**src/rtl/mem_wr_pkg.sv**
```systemverilog
// ---------------------------------------------------------------------------
// mem_wr_pkg
// Shared definitions for the burst write path: default widths and the state
// encoding of the burst writer FSM.
//
// Contents:
//   DEF_DATA_WIDTH  default width of data beats and memory words
//   DEF_ADDR_WIDTH  default memory address width
//   wr_state_t      IDLE / WRITE / DONE states of mem_burst_writer
// ---------------------------------------------------------------------------
package mem_wr_pkg;

    localparam int DEF_DATA_WIDTH = 8;
    localparam int DEF_ADDR_WIDTH = 8;

    typedef enum logic [1:0] {
        IDLE  = 2'd0,
        WRITE = 2'd1,
        DONE  = 2'd2
    } wr_state_t;

endpackage : mem_wr_pkg

```
**src/rtl/burst_addr_ctr.sv**
```systemverilog
// ---------------------------------------------------------------------------
// burst_addr_ctr
// Address / beat bookkeeping for one burst. On load it captures the base
// address and the beat count; on every step the address advances by one
// (wrapping modulo 2^ADDR_WIDTH) and the remaining count drops by one.
// o_last tells the owner that the beat about to be taken is the final one.
//
// Ports:
//   clk        in   rising-edge clock
//   rst_n      in   synchronous active-low reset
//   i_load     in   capture i_base / i_length this cycle
//   i_base     in   first write address of the burst
//   i_length   in   beats in the burst, 0..2^ADDR_WIDTH
//   i_step     in   one beat consumed this cycle
//   o_addr     out  address for the current beat
//   o_last     out  exactly one beat remains
// ---------------------------------------------------------------------------
module burst_addr_ctr
    import mem_wr_pkg::*;
#(
    parameter int ADDR_WIDTH = DEF_ADDR_WIDTH
) (
    input  logic                  clk,
    input  logic                  rst_n,
    input  logic                  i_load,
    input  logic [ADDR_WIDTH-1:0] i_base,
    input  logic [ADDR_WIDTH:0]   i_length,
    input  logic                  i_step,
    output logic [ADDR_WIDTH-1:0] o_addr,
    output logic                  o_last
);

    localparam logic [ADDR_WIDTH-1:0] ADDR_ONE = ADDR_WIDTH'(1);
    localparam logic [ADDR_WIDTH:0]   REM_ONE  = (ADDR_WIDTH + 1)'(1);

    logic [ADDR_WIDTH-1:0] r_addr;
    logic [ADDR_WIDTH:0]   r_remaining;

    // The remaining count is one bit wider than the address so that a full
    // sweep of the memory (2^ADDR_WIDTH beats) can be represented. The
    // address simply overflows to zero, which gives the modulo wrap for free.
    // Load has priority over step; the owner never asserts both together.
    always_ff @(posedge clk) begin
        if (!rst_n) begin
            r_addr      <= '0;
            r_remaining <= '0;
        end else if (i_load) begin
            r_addr      <= i_base;
            r_remaining <= i_length;
        end else if (i_step) begin
            r_addr      <= r_addr + ADDR_ONE;
            r_remaining <= r_remaining - REM_ONE;
        end
    end

    // Flag the final beat so the FSM can move to DONE on the same edge that
    // takes it, keeping done aligned with the final write pulse.
    always_comb begin
        o_addr = r_addr;
        o_last = (r_remaining == REM_ONE);
    end

endmodule : burst_addr_ctr

```
**src/rtl/mem_burst_writer.sv**
```systemverilog
// ---------------------------------------------------------------------------
// mem_burst_writer
// Write-side companion to the synchronous ROM/RAM blocks. A burst command
// (base address, length) is accepted in IDLE, after which a valid/ready
// stream is turned into sequential single-cycle writes to a synchronous
// single-port memory. A running checksum of the accepted beats lets the read
// side verify the burst, and done pulses once when the burst completes.
//
// Ports:
//   clk        in   rising-edge clock
//   rst_n      in   synchronous active-low reset
//   start      in   burst request, honoured only in IDLE
//   base_addr  in   first write address, latched on accepted start
//   length     in   beats in burst (0..2^ADDR_WIDTH), latched on accepted start
//   abort      in   cancel the burst in progress
//   in_data    in   stream data
//   in_valid   in   stream data valid
//   in_ready   out  a beat is accepted this cycle when in_valid is also high
//   we         out  memory write enable (registered)
//   waddr      out  memory write address (registered)
//   wdata      out  memory write data (registered)
//   busy       out  FSM not in IDLE
//   done       out  one-cycle pulse at burst completion
//   checksum   out  sum of accepted beats modulo 2^DATA_WIDTH
// ---------------------------------------------------------------------------
module mem_burst_writer
    import mem_wr_pkg::*;
#(
    parameter int DATA_WIDTH = DEF_DATA_WIDTH,
    parameter int ADDR_WIDTH = DEF_ADDR_WIDTH
) (
    input  logic                  clk,
    input  logic                  rst_n,
    input  logic                  start,
    input  logic [ADDR_WIDTH-1:0] base_addr,
    input  logic [ADDR_WIDTH:0]   length,
    input  logic                  abort,
    input  logic [DATA_WIDTH-1:0] in_data,
    input  logic                  in_valid,
    output logic                  in_ready,
    output logic                  we,
    output logic [ADDR_WIDTH-1:0] waddr,
    output logic [DATA_WIDTH-1:0] wdata,
    output logic                  busy,
    output logic                  done,
    output logic [DATA_WIDTH-1:0] checksum
);

    wr_state_t             r_state;
    wr_state_t             w_nextState;

    logic                  w_load;
    logic                  w_beat;
    logic                  w_last;
    logic [ADDR_WIDTH-1:0] w_addr;

    logic                  r_we;
    logic [ADDR_WIDTH-1:0] r_waddr;
    logic [DATA_WIDTH-1:0] r_wdata;
    logic [DATA_WIDTH-1:0] r_checksum;

    // A command is only taken while idle; start in WRITE or DONE is ignored,
    // so the earliest follow-on burst begins the cycle after done.
    // A beat is taken only when the block is ready, and ready is only ever
    // raised in WRITE, so stream activity elsewhere never consumes data.
    always_comb begin
        w_load = (r_state == IDLE) && start;
        w_beat = in_valid && in_ready;
    end

    // Address and beat counting live in their own block so the FSM below
    // only has to look at the last-beat flag.
    burst_addr_ctr #(
        .ADDR_WIDTH (ADDR_WIDTH)
    ) u_addrCtr (
        .clk      (clk),
        .rst_n    (rst_n),
        .i_load   (w_load),
        .i_base   (base_addr),
        .i_length (length),
        .i_step   (w_beat),
        .o_addr   (w_addr),
        .o_last   (w_last)
    );

    // State register.
    always_ff @(posedge clk) begin
        if (!rst_n) begin
            r_state <= IDLE;
        end else begin
            r_state <= w_nextState;
        end
    end

    // Next-state logic. A zero-length burst skips WRITE and goes straight to
    // DONE so it still produces a done pulse with no writes. Abort wins over
    // a pending beat (in_ready is already low while abort is high) and drops
    // back to IDLE without passing through DONE, so no done pulse is seen.
    always_comb begin
        w_nextState = r_state;
        unique case (r_state)
            IDLE: begin
                if (start) begin
                    w_nextState = (length != '0) ? WRITE : DONE;
                end
            end
            WRITE: begin
                if (abort) begin
                    w_nextState = IDLE;
                end else if (w_beat && w_last) begin
                    w_nextState = DONE;
                end
            end
            DONE: begin
                w_nextState = IDLE;
            end
            default: begin
                w_nextState = IDLE;
            end
        endcase
    end

    // Output logic decoded from the current state. done is high for the
    // single DONE cycle, which is the same cycle the registered write port
    // presents the final beat.
    always_comb begin
        in_ready = 1'b0;
        busy     = (r_state != IDLE);
        done     = 1'b0;
        unique case (r_state)
            IDLE:    in_ready = 1'b0;
            WRITE:   in_ready = !abort;
            DONE:    done     = 1'b1;
            default: in_ready = 1'b0;
        endcase
    end

    // Registered memory write port: an accepted beat is written exactly one
    // cycle later. When no beat is taken the enable drops but address and
    // data hold, so the memory bus does not toggle needlessly during stalls.
    always_ff @(posedge clk) begin
        if (!rst_n) begin
            r_we    <= 1'b0;
            r_waddr <= '0;
            r_wdata <= '0;
        end else begin
            r_we <= w_beat;
            if (w_beat) begin
                r_waddr <= w_addr;
                r_wdata <= in_data;
            end
        end
    end

    // Running checksum of accepted beats, truncated to the data width.
    // It restarts on each accepted command and otherwise holds, so after
    // done (or an abort) the read side can still pick up the final sum.
    always_ff @(posedge clk) begin
        if (!rst_n) begin
            r_checksum <= '0;
        end else if (w_load) begin
            r_checksum <= '0;
        end else if (w_beat) begin
            r_checksum <= r_checksum + in_data;
        end
    end

    // Drive the registered values onto the ports.
    always_comb begin
        we       = r_we;
        waddr    = r_waddr;
        wdata    = r_wdata;
        checksum = r_checksum;
    end

endmodule : mem_burst_writer

```
**config.mk**
```make
export PLATFORM = sky130hd
export DESIGN_NAME = mem_burst_writer
export DESIGN_NICKNAME = d
export VERILOG_FILES = /design/src/rtl/mem_wr_pkg.sv /design/src/rtl/burst_addr_ctr.sv /design/src/rtl/mem_burst_writer.sv
export SDC_FILE = /design/constraint.sdc
export NUM_CORES = 1
export LEC_CHECK = 0
export CORE_ASPECT_RATIO = 1.5
export CORE_UTILIZATION = 30
export DETAILED_ROUTE_END_ITERATION = 8
export GPL_TIMING_DRIVEN = 0
export PLACE_DENSITY_LB_ADDON = 0.25
export REMOVE_ABC_BUFFERS = 1
export SKIP_LAST_GASP = 1
export SYNTH_ARGS = -nofsm -noshare
export SYNTH_HDL_FRONTEND = slang
export SYNTH_SLANG_ARGS = --single-unit
```
**constraint.sdc**
```tcl
create_clock -name clk -period 1.6 [get_ports clk]
set_input_delay 0.24 -clock clk [delete_from_list [all_inputs] [get_ports clk]]
set_output_delay 0.24 -clock clk [all_outputs]
set_load 0.01 [all_outputs]
```
# Yosys cells after proc, flatten, opt, wreduce, memory -nomap -nowiden
# Index checks and enable logic that the tools add are counted.
[word_totals] out_inout_bits=28 regBits=44
[classes] n_bitwise=1 mux=11 add_sub_neg=3 n_eq_ne=5 reduce_logical=10
[ops] cell="$mux 9" n=2
[ops] cell="$mux 8" n=2
[ops] cell="$eq 9x1->1 const B" n=1
[ops] cell="$reduce_bool 9->1" n=1
[ops] cell="$sub 9x1->9 const B" n=1
[ops] cell="$add 8x1->8 const B" n=1
[ops] cell="$add 8x8->8" n=1
[ops] cell="$mux 2" n=4
[ops] cell="$pmux 2 s2" n=1
[ops] cell="$reduce_bool 2->1" n=2
[ops] cell="$logic_and 1x1->1" n=3
[ops] cell="$ne 3x3->1 const B" n=1
[ops] cell="$eq 2x1->1 const B" n=1
[ops] cell="$eq 2x2->1 const B" n=1
[ops] cell="$logic_not 2->1" n=1
[ops] cell="$mux 1" n=2
[ops] cell="$ne 2x2->1 const B" n=1
[ops] cell="$reduce_and 2->1" n=1
[ops] cell="$reduce_or 2->1" n=1
[ops] cell="$logic_not 1->1" n=1
[ops] cell="$not 1->1" n=1

# Logic depth before layout (Yosys ltp)
# Gate-level depths: netlist of run 1.
[depth] depth_word=7 mapped_depth=8 depth_no_buf=8

# Hierarchy
# A second synthesis of run 1 with hierarchy kept.
[hier_totals] hier_cells=281 area_unflattened_um2=2323.5
[by_module_without_submodules] module="mem_burst_writer" area_per_inst_um2=1353.8 seq_area_each_um2=540.5 instances=1 cells_each=166
[by_module_without_submodules] module="burst_addr_ctr" area_per_inst_um2=969.7 seq_area_each_um2=340.3 instances=1 cells_each=115

# Worst setup path after synthesis of run 1
# Ideal clock, no wire load.
[synth_timing] kind="reg-to-reg" startpoint="register r_checksum[0], in the netlist checksum[0]" endpoint="register r_checksum[6], in the netlist checksum[6]" setup_time_ns=0.062 synth_period_minus_slack_ns=1.733 arrival_time_ns=1.671 stages_incl_launch_ff=9 setup_slack_ns=-0.133 cell_sequence="dfxtp_1 ha_1 inv_1 fa_1 nor2b_1 o21a_1 o211ai_1 a211o_1 nand3_1"
[synth_between] elab_chain_len=1
[synth_rtl] item="start: declaration" line="mem_burst_writer.sv:60" text="logic [DATA_WIDTH-1:0] r_checksum;"
[synth_rtl] item="start signal: assignment" line="mem_burst_writer.sv:164" text="r_checksum <= r_checksum + in_data;"
[synth_rtl] item="$add 8x8->8" line="mem_burst_writer.sv:164"
# No other way between the ends.
# A chain may end at the register's enable or synchronous reset.

# Final worst setup path of run 1
# Ends and elaborated chain as after synthesis.

==> metrics.txt, run 1 <==
Clock Latency Late Sink=about 0.30 ns; CTS root buffer=clkbuf_8; Crit path max-delay family=compound AO/OA/AOI/OAI gates; Clock power frac=0.298; Area Overhead vs Synth=54.6%; count leader, synth=nand2_1; Final Cell Area=between 3000 and 4000 µm²; # H-tree levels=2; CTS tree=built; # DRC=0; Critical Path AT=1.94 ns; CP Buf/Inv Count=1; post-synthesis compound-gate area fraction=0.221; synthesized cell area=about 2200 µm²; CTS Buffer Depth=2; Worst-path clk slew=approximately 0.090 ns; post-synth cell types=between 40 and 50; Cell Area, Placed=roughly 2900 µm²; initial antenna violation count=0; final worst path period share=1.06; RSZ-0062 raised after global routing=yes; Initial Util=0.308; min setup slack post-route=-0.0894 ns; CTS Buf Count=5; Post-Syn Area per Cell=about 8.1 µm²; Data required, critical path=between 1.5 and 2 ns; Synth area leader=dfxtp_1; max-cap violations=0; fin nets=391; first-pass GRT wire length=~11 mm; Seq/Total Area, Yosys=0.398; number of global-route vias before repair=2187; cell-internal power=1770 µW; via count=approximately 2300; Hold Slack=about 0.27 ns; final wirelength=a little over 7 mm; Reg power frac=0.489; adder-cell area share of the yosys netlist=0.0656; Starting DRT DRC Count=about 110; FFs w/ async S/R, synth=0; pre-CTS setup slack=-0.859 ns; Leak=between 0.001 and 0.0015 µW; Synth top area share=0.398; failing checks=setup timing; Slew @ Worst Pin=between 0.5 and 0.6 ns; IO Count=58; mux contribution to synthesized area=0; Post-synth EDFFs=0; Post-DP HPWL=4.19 mm; Slew headroom=0.619; Final Hold Fails=0; main combinational cell family by area after synthesis=simple AND/OR/NAND/NOR gates; CP Capture Type=flop; switching share of power=0.290; #FFs+latches synth=44; Core ar.=7180 µm²; Die Y=between 100 and 150 µm; crit-path max cell delay=approximately 0.36 ns; XOR/XNOR Fraction of Synth Area=0.0198; switching power=between 700 and 800 µW; GPL Wtd Cong=about 0.83; Final ANT Viol Nets=0; Row Count=38; die width=around 72 µm; combinational power share=0.213; Pwr Density=727 nW/µm²; drt first pass iters=4; simple-gate area share of the yosys netlist=0.248; vias per inst=5.15; CP startpoint kind=flop; crit path cell chain=ha_4, inv_2, fa_2, nor2b_2, o21a_1, o211ai_1, a211o_1, nand3_1; Setup violations, final=4; largest net degree at the start of global routing=18; fin crit period=1.69 ns; Setup CP Type=flop to flop; gr usage total=0.183; IO Port Bufs=57; top fanout value on the critical path=3; max-slew violation count=0; fmax=between 500 and 600 MHz; ANT cells=0; CTS Hold Bufs=0; maximum VDD drop=0.357 mV; most frequent cells after synthesis=nand2_1, dfxtp_1, a21oi_1; share of layout cells above drive strength 1=0.228; die area=a little under 8000 µm²; Ys Warns=0; top cells by area, synth=dfxtp_1, nand2_1, a21oi_1, ha_1, nor2_1; clock sinks=44; status=finished, violations left; skew final=approximately 0.0056 ns; Main synth FF type=dfxtp_1; worst min path class=input pin to flop; Slowest-stage cell, CP=dfxtp_2; WL/cell=roughly 16 µm; gr ovfl total=0; Gate Count Post-Synth=between 200 and 300
==> worst register-to-register path, stage by stage, from the launching register on <==
cell	delay, ns
dfxtp_2	0.36
ha_4	0.13
inv_2	0.03
fa_2	0.33
nor2b_2	0.13
o21a_1	0.19
o211ai_1	0.12
a211o_1	0.27
nand3_1	0.07
==> sequential cells by signal, summed over array words and instances (netlist names) <==
name	cells
we	1
r_state	2
waddr	8
u_addrCtr.o_addr	8
u_addrCtr.r_remaining	9
checksum	8
wdata	8
==> cells by family (layout without fill, tap and decap cells) <==
family,count (synthesis),after routing
AND/OR/NAND/NOR,115,116
AO/OA/AOI/OAI,74,74
flip-flops,44,44
buffers and inverters,24,101
adder cells (fa/ha/maj),11,11
XOR/XNOR,5,5
==> cell usage in the layout (no fill, tap or decap), drive strengths merged, types with 5 or more instances in the layout <==
master         Yosys  routed
buf                5      25
inv               10       9
ha                10      10
nor3              10      10
a21oi             32      32
a221oi             8       8
nand3              9       9
clkbuf             9       7
o21ai             13      13
nor2              24      24
dlygate4sd2        0       7
dfxtp             44      44
clkdlybuf4s50      0      45
nor3b              5       5
nand2             48      48
==> path summary, 6_finish.rpt <==
kind                                     to  slack (ns)   startpoint  cells after the start
worst min register to register     waddr[5]        0.46     waddr[5]                      2
worst max register to register  checksum[6]       -0.09  checksum[0]                      8
worst min-delay path               wdata[6]        0.27   in_data[6]                      3
worst max-delay path            checksum[6]       -0.09  checksum[0]                      8
==> power groups by stage <==
| stage | combinational, µW | sequential [µW] | clock (µW) |
|---|---|---|---|
| after floorplan | 222 | 1220 | 0 |
| after global placement | 403 | 1230 | 0 |
| after detailed placement | 409 | 1230 | 0 |
| after CTS | 474 | 1210 | 758 |
| after global routing | 581 | 1220 | 814 |
| final | 529 | 1220 | 742 |
==> layout make-up <==
| cell class | instances | area [µm²] |
|---|---|---|
| clock buffers | 6 | 82.6 |
| clock inverters | 2 | 10.0 |
| fillers | 721 | 3760 |
| inverters | 10 | 41.3 |
| multi-input cells | 206 | 1450 |
| flip-flops and latches | 44 | 895 |
| well taps | 100 | 125 |
| repair buffers | 82 | 812 |
| repair inverters | 1 | 7.51 |
==> per-stage QoR <==
stage	utilization	cells	power, µW	TNS (ns)
finish	0.476	451	2490	-0.219
global route	0.476	451	2620	-0.592
CTS	0.445	441	2440	-0.612
detailed placement	0.399	417	1640	-21.76
global placement	0.396	416	1630	-58.32
floorplan	-	259	1440	-12.17
==> timing repair <==
| action | 4_1_cts | 5_1_grt |
|---|---|---|
| setup endpoints to repair | 46 | 34 |
| pin swaps | 7 | 14 |
| gates resized for setup | 34 | 36 |
| setup buffers | 13 | 10 |
| cloned | 3 | 0 |
==> layer usage <==
metal	part of all wire	track usage	vias up
met4	0.018	0.0616	0
met5	0	0	-
li1	-	-	1132
met1	0.42	0.203	1128
met3	0.041	0.0301	11
met2	0.52	0.344	52
Power figures use the tool's default switching activity.
==> inputs of run 2 (changes only) <==
Settings changed: CORE_MARGIN set to 4, PLACE_DENSITY_LB_ADDON 0.25 to unset.
==> run 2 against run 1 <==
  * The flow still finishes with violations (setup timing)
  * Clock power up 28%
  * Sequential share of layout area down 0.72 points
  * Cell count up 1.1%
  * Critical endpoint unchanged
==> metrics.txt, run 2 (same netlist as run 1, synthesis figures left out) <==
GPL Wtd Cong=0.834 (+0.82%); WL/cell=16.3 µm (+4.4%); Setup violations, final=4 (unchanged); fin crit period=1.73 ns (+0.0456 ns); largest net degree at the start of global routing=16 (-2); die area=8840 µm² (+14%); Data required, critical path=1.83 ns (-0.02 ns); Layout fillers=724 (+0.42%); commonest non-fill, non-tap cells in the layout=nand2_1, clkdlybuf4s50_1, dfxtp_1; max reg flops=9 (unchanged); CTS Hold Bufs=0 (unchanged); CTS Buf Count=5 (unchanged); Post-Route Setup TNS=-0.320 ns (-0.101 ns); CTS root buffer=clkbuf_8; CTS Buffer Depth=2 (unchanged); Setup CP Type=flop to flop; share of layout cells above drive strength 1=0.244 (+0.0165); final wirelength=7.43 mm (+5.6%); Critical Path AT=1.97 ns (+0.03 ns); Die Y=113 µm (+5.6%); fin nets=396 (+1.3%); drt first pass iters=4 (unchanged); # DRC=0 (unchanged); Slew headroom=0.622 (+0.00218); fmax=576 MHz (-2.6%); RSZ-0062 raised after global routing=yes; Row Count=38 (unchanged); Pwr Density=775 nW/µm² (+6.5%); final core occ=0.489 (+0.0123); worst min path class=input pin to flop; Area Overhead vs Synth=59.7%; via count=2330 (+0.30%); status=finished, violations left; Core ar.=7230 µm² (+0.66%); most flop-heavy register=u_addrCtr.r_remaining; top fanout value on the critical path=3 (unchanged); Final ANT Viol Nets=0 (unchanged); Leak=0.00130 µW (+4.4%); min setup slack post-route=-0.135 ns (-0.0456 ns); max-slew violation count=0 (unchanged); maximum VDD drop=0.387 mV (+8.3%); Slew @ Worst Pin=0.568 ns (-0.00235 ns); gr ovfl total=0 (unchanged); Post-DP HPWL=4.46 mm (+6.3%); Worst-path clk slew=0.09 ns (about the same); skew final=0.00778 ns (+0.00216 ns); number of global-route vias before repair=2436 (+11%); IO Count=58 (unchanged); final worst path period share=1.08 (+0.0285); die width=78.1 µm (+8.3%); IO Port Bufs=57 (unchanged); gr usage total=0.168 (-0.0157); CP Capture Type=flop; max-cap violations=0 (unchanged); pre-CTS setup slack=-1.04 ns (-0.183 ns); Starting DRT DRC Count=106 (-6.2%); CP startpoint kind=flop; CTS tree=built; clock sinks=44 (unchanged); leading cell type in the layout, fill and taps excluded=nand2_1; Final Hold Fails=0 (unchanged); Initial Util=0.306 (-0.00203); initial antenna violation count=0 (unchanged); ANT cells=0 (unchanged); first-pass GRT wire length=11.8 mm (+9.8%); failing checks=setup timing; # H-tree levels=2 (unchanged); vias per inst=5.11 (-0.80%); Clock Latency Late Sink=0.30 ns (about the same)
==> run 2: changes by cell type in the layout (fill, tap and decap cells not counted), moves of 2 or more <==
cell,before,now
dfxtp_1,37,34
dfxtp_2,5,8
dlymetal6s2s_1,4,2
nor3_2,2,0
nand3_2,2,0
clkinv_2,2,0
buf_12,3,1
clkbuf_16,0,2
buf_4,21,25
dlygate4sd2_1,7,12
clkdlybuf4s50_1,45,43
nor3_4,0,2
==> run 2: what timing repair did <==
item / in CTS / in global routing
pin swaps: 15 / 16
hold endpoints to repair: 0 / 0
gates resized for setup: 55 / 21
cloned: 3 / 1
setup buffers: 19 / 8
endpoints found under the setup margin: 46 / 18
==> run 2: worst max-delay path, cell delays in order (launching register included) <==
cell and delay, ns:
dfxtp_2 0.36, ha_4 0.13, inv_1 0.05, fa_2 0.34, nor2b_2 0.13, o21a_1 0.19
o211ai_1 0.12, a211o_1 0.27, nand3_1 0.08
==> run 2: final timing paths <==
kind                             startpoint     endpoint  slack [ns]  cells past startpoint
worst max-delay path            checksum[0]  checksum[6]       -0.13                      8
worst min-delay path             in_data[3]     wdata[3]        0.27                      3
worst max register to register  checksum[0]  checksum[6]       -0.13                      8
worst min register to register     waddr[6]     waddr[6]        0.46                      2
==> run 2: where the power goes <==
group          switching [µW]  internal (µW)  leakage, µW
Clock                     400            552    0.0000645
Combinational             271            293     0.000873
Sequential               71.0           1150     0.000363
==> run 2: routing by layer <==
layer	global-route usage	share of wire	vias up
met5	0	0	-
met4	0.0747	0.026	0
met3	0.0318	0.042	19
met2	0.320	0.55	64
met1	0.173	0.38	1110
li1	-	-	1137
==> run 2: area by class of cell <==
| class | count | area (µm²) | share of cell area |
|---|---|---|---|
| Clock buffer | 7 | 96.3 | 0.0273 |
| Clock inverter | 1 | 30.0 | 0.00850 |
| Inverter | 10 | 41.3 | 0.0117 |
| Multi-Input combinational cell | 206 | 1470 | 0.417 |
| Sequential cell | 44 | 898 | 0.254 |
| Tap cell | 100 | 125 | 0.0354 |
| Timing Repair Buffer | 87 | 862 | 0.244 |
| Timing Repair inverter | 1 | 7.51 | 0.00213 |
==> run 2: per-stage QoR <==
stage          instance area, µm²  hold slack (ns)  total power (µW)  std cells
4_1_cts                      3370            0.362              2690        447
3_3_place_gp                 2840            0.442              1630        416
2_1_floorplan                2140            0.376              1440        259
5_1_grt                      3530            0.278              2860        456
3_5_place_dp                 2870            0.446              1640        417
6_report                     3530            0.268              2740        456
==> inputs of run 3 (changes only) <==
Clock period 1.6 ns to 1.7 ns, I/O delays scaled along.
==> run 3 against run 2 <==
  * The flow still finishes with violations (setup timing)
  * Clock-buffer cell count unchanged
  * Setup slack improved by 0.093 ns
  * Sequential power decreased by 7%
  * Sequential share of layout area increased by 1.1 points
  * Register-to-register slack improved by 0.09 ns
  * Flip-flop and latch count unchanged
  * Non-clock buffer count decreased by 11
  * Fmax decreased by 0.43%
  * Cell count decreased by 2.4%
  * Critical path depth increased by 1
==> metrics.txt, run 3 (same netlist as run 1, synthesis figures left out) <==
CTS Buf Count=5 (unchanged); share of layout cells above drive strength 1=0.191 (-0.0531); fmax=574 MHz (-0.43%); Crit path max-delay family=adder cells; GPL Wtd Cong=0.834 (unchanged); most flop-heavy register=u_addrCtr.r_remaining; Power, Total=2510 µW (-8.4%); Row Count=38 (unchanged); Hold Slack=0.305 ns (+0.0366 ns); gr ovfl total=0 (unchanged); CP Buf/Inv Count=2 (+1); Clock Latency Late Sink=0.29 ns (about the same); Setup violations, final=2 (-2); vias per inst=5.13 (+0.32%); number of global-route vias before repair=2409 (-1.1%); Final ANT Viol Nets=0 (unchanged); die width=78.1 µm (unchanged); RSZ-0062 raised after global routing=yes; commonest non-fill, non-tap cells in the layout=clkdlybuf4s50_1, nand2_1, dfxtp_1; CTS root buffer=clkbuf_8; crit path cell chain=ha_4, inv_1, fa_2, nor2b_2, o21a_1, buf_4, nor3_2, o31ai_1, and2_1; IO Count=58 (unchanged); via count=2281 (-2.1%); drt first pass iters=4 (unchanged); # H-tree levels=2 (unchanged); top fanout value on the critical path=3 (unchanged); # DRC=0 (unchanged); Slew @ Worst Pin=0.585 ns (+0.0175 ns); CP startpoint kind=flop; Leak=0.00120 µW (-7.8%); Post-DP HPWL=4.46 mm (unchanged); final wirelength=7.09 mm (-4.6%); WL/cell=15.9 µm (-2.3%); Data required, critical path=1.94 ns (+0.11 ns); CP Capture Type=flop; worst min path class=input pin to flop; pre-CTS setup slack=-0.958 ns (+0.0850 ns); ANT cells=0 (unchanged); initial antenna violation count=0 (unchanged); clock sinks=44 (unchanged); Slew headroom=0.609 (-0.0129); maximum VDD drop=0.359 mV (-7.3%); Worst-path clk slew=0.09 ns (about the same); skew final=0.00601 ns (-0.00177 ns); Core ar.=7230 µm² (unchanged); Die Y=113 µm (unchanged); max-slew violation count=0 (unchanged); die area=8840 µm² (unchanged); gr usage total=0.167 (-0.000990); Pwr Density=745 nW/µm² (-3.8%); max-cap violations=0 (unchanged); Critical Path AT=1.99 ns (+0.02 ns); Area Overhead vs Synth=52.0%; Initial Util=0.306 (unchanged); min setup slack post-route=-0.0424 ns (+0.0925 ns); Final Hold Fails=0 (unchanged); Starting DRT DRC Count=98 (-7.5%); Slowest-stage cell, CP=dfxtp_2; crit-path max cell delay=0.36 ns (about the same); CTS Hold Bufs=0 (unchanged); max reg flops=9 (unchanged); first-pass GRT wire length=11.7 mm (-0.82%); Setup CP Type=flop to flop; fin nets=385 (-2.8%); largest net degree at the start of global routing=16 (unchanged); final worst path period share=1.02 (-0.0594); CTS Buffer Depth=2 (unchanged); fin crit period=1.74 ns (+0.00745 ns); status=finished, violations left; CTS tree=built; IO Port Bufs=57 (unchanged); failing checks=setup timing; Layout fillers=749 (+3.5%); leading cell type in the layout, fill and taps excluded=clkdlybuf4s50_1
==> run 3: changes by cell type in the layout (fill, tap and decap cells not counted), sizes merged <==
cell / delta
buf: -10
clkbuf: -1
clkdlybuf4s50: +6
dlygate4sd2: -5
dlymetal6s2s: -1
==> run 3: where the power goes <==
group          switching [µW]  internal (µW)
clock network             373            519
logic                     232            240
registers                62.8           1080
==> run 3: worst min-delay path, stage by stage <==
cell	delay [ns]
dlymetal6s2s_1	0.17
nand2_1	0.08
a21oi_1	0.05
==> run 3: metal layers <==
metal	track usage	part of all wire	up-vias	routed length, µm
met2	0.315	0.53	77	3740
met3	0.0311	0.052	18	372
li1	-	-	1116	-
met5	0	0	-	0
met4	0.0805	0.028	0	201
met1	0.173	0.39	1070	2770
==> run 3: worst paths after layout <==
| check | start | to | slack, ns | depth (start not counted) |
|---|---|---|---|---|
| hold / removal | in_data[4] | wdata[4] | 0.30 | 3 |
| hold reg to reg | waddr[6] | waddr[6] | 0.45 | 2 |
| setup reg to reg | checksum[0] | checksum[4] | -0.04 | 9 |
| setup / recovery | checksum[0] | checksum[4] | -0.04 | 9 |
==> run 3: layout make-up <==
cell class	count	area (µm²)	area share
Multi-Input combinational cell	206	1420	0.423
Sequential cell	44	891	0.265
Timing Repair Buffer	76	749	0.223
Tap cell	100	125	0.0372
Clock buffer	7	96.3	0.0287
Inverter	10	41.3	0.0123
Clock inverter	1	30.0	0.00893
Timing Repair inverter	1	7.51	0.00223
==> run 3: what timing repair did <==
| action | 4_1_cts | 5_1_grt |
|---|---|---|
| gates cloned | 3 | 0 |
| endpoints found under the setup margin | 26 | 14 |
| gates resized for setup | 36 | 14 |
| hold endpoints to repair | 0 | 0 |
| buffers inserted | 13 | 4 |
| pin swaps | 7 | 5 |
==> run 3: through the flow <==
step | cell area (µm²) | instances | utilization | setup TNS, ns
after floorplan | 2140 | 259 | - | -8.57
after global placement | 2840 | 416 | 0.393 | -54.07
after detailed placement | 2870 | 417 | 0.398 | -20.15
after CTS | 3270 | 441 | 0.452 | -0.105
after global routing | 3360 | 445 | 0.465 | -0.338
final | 3360 | 445 | 0.465 | -0.0738
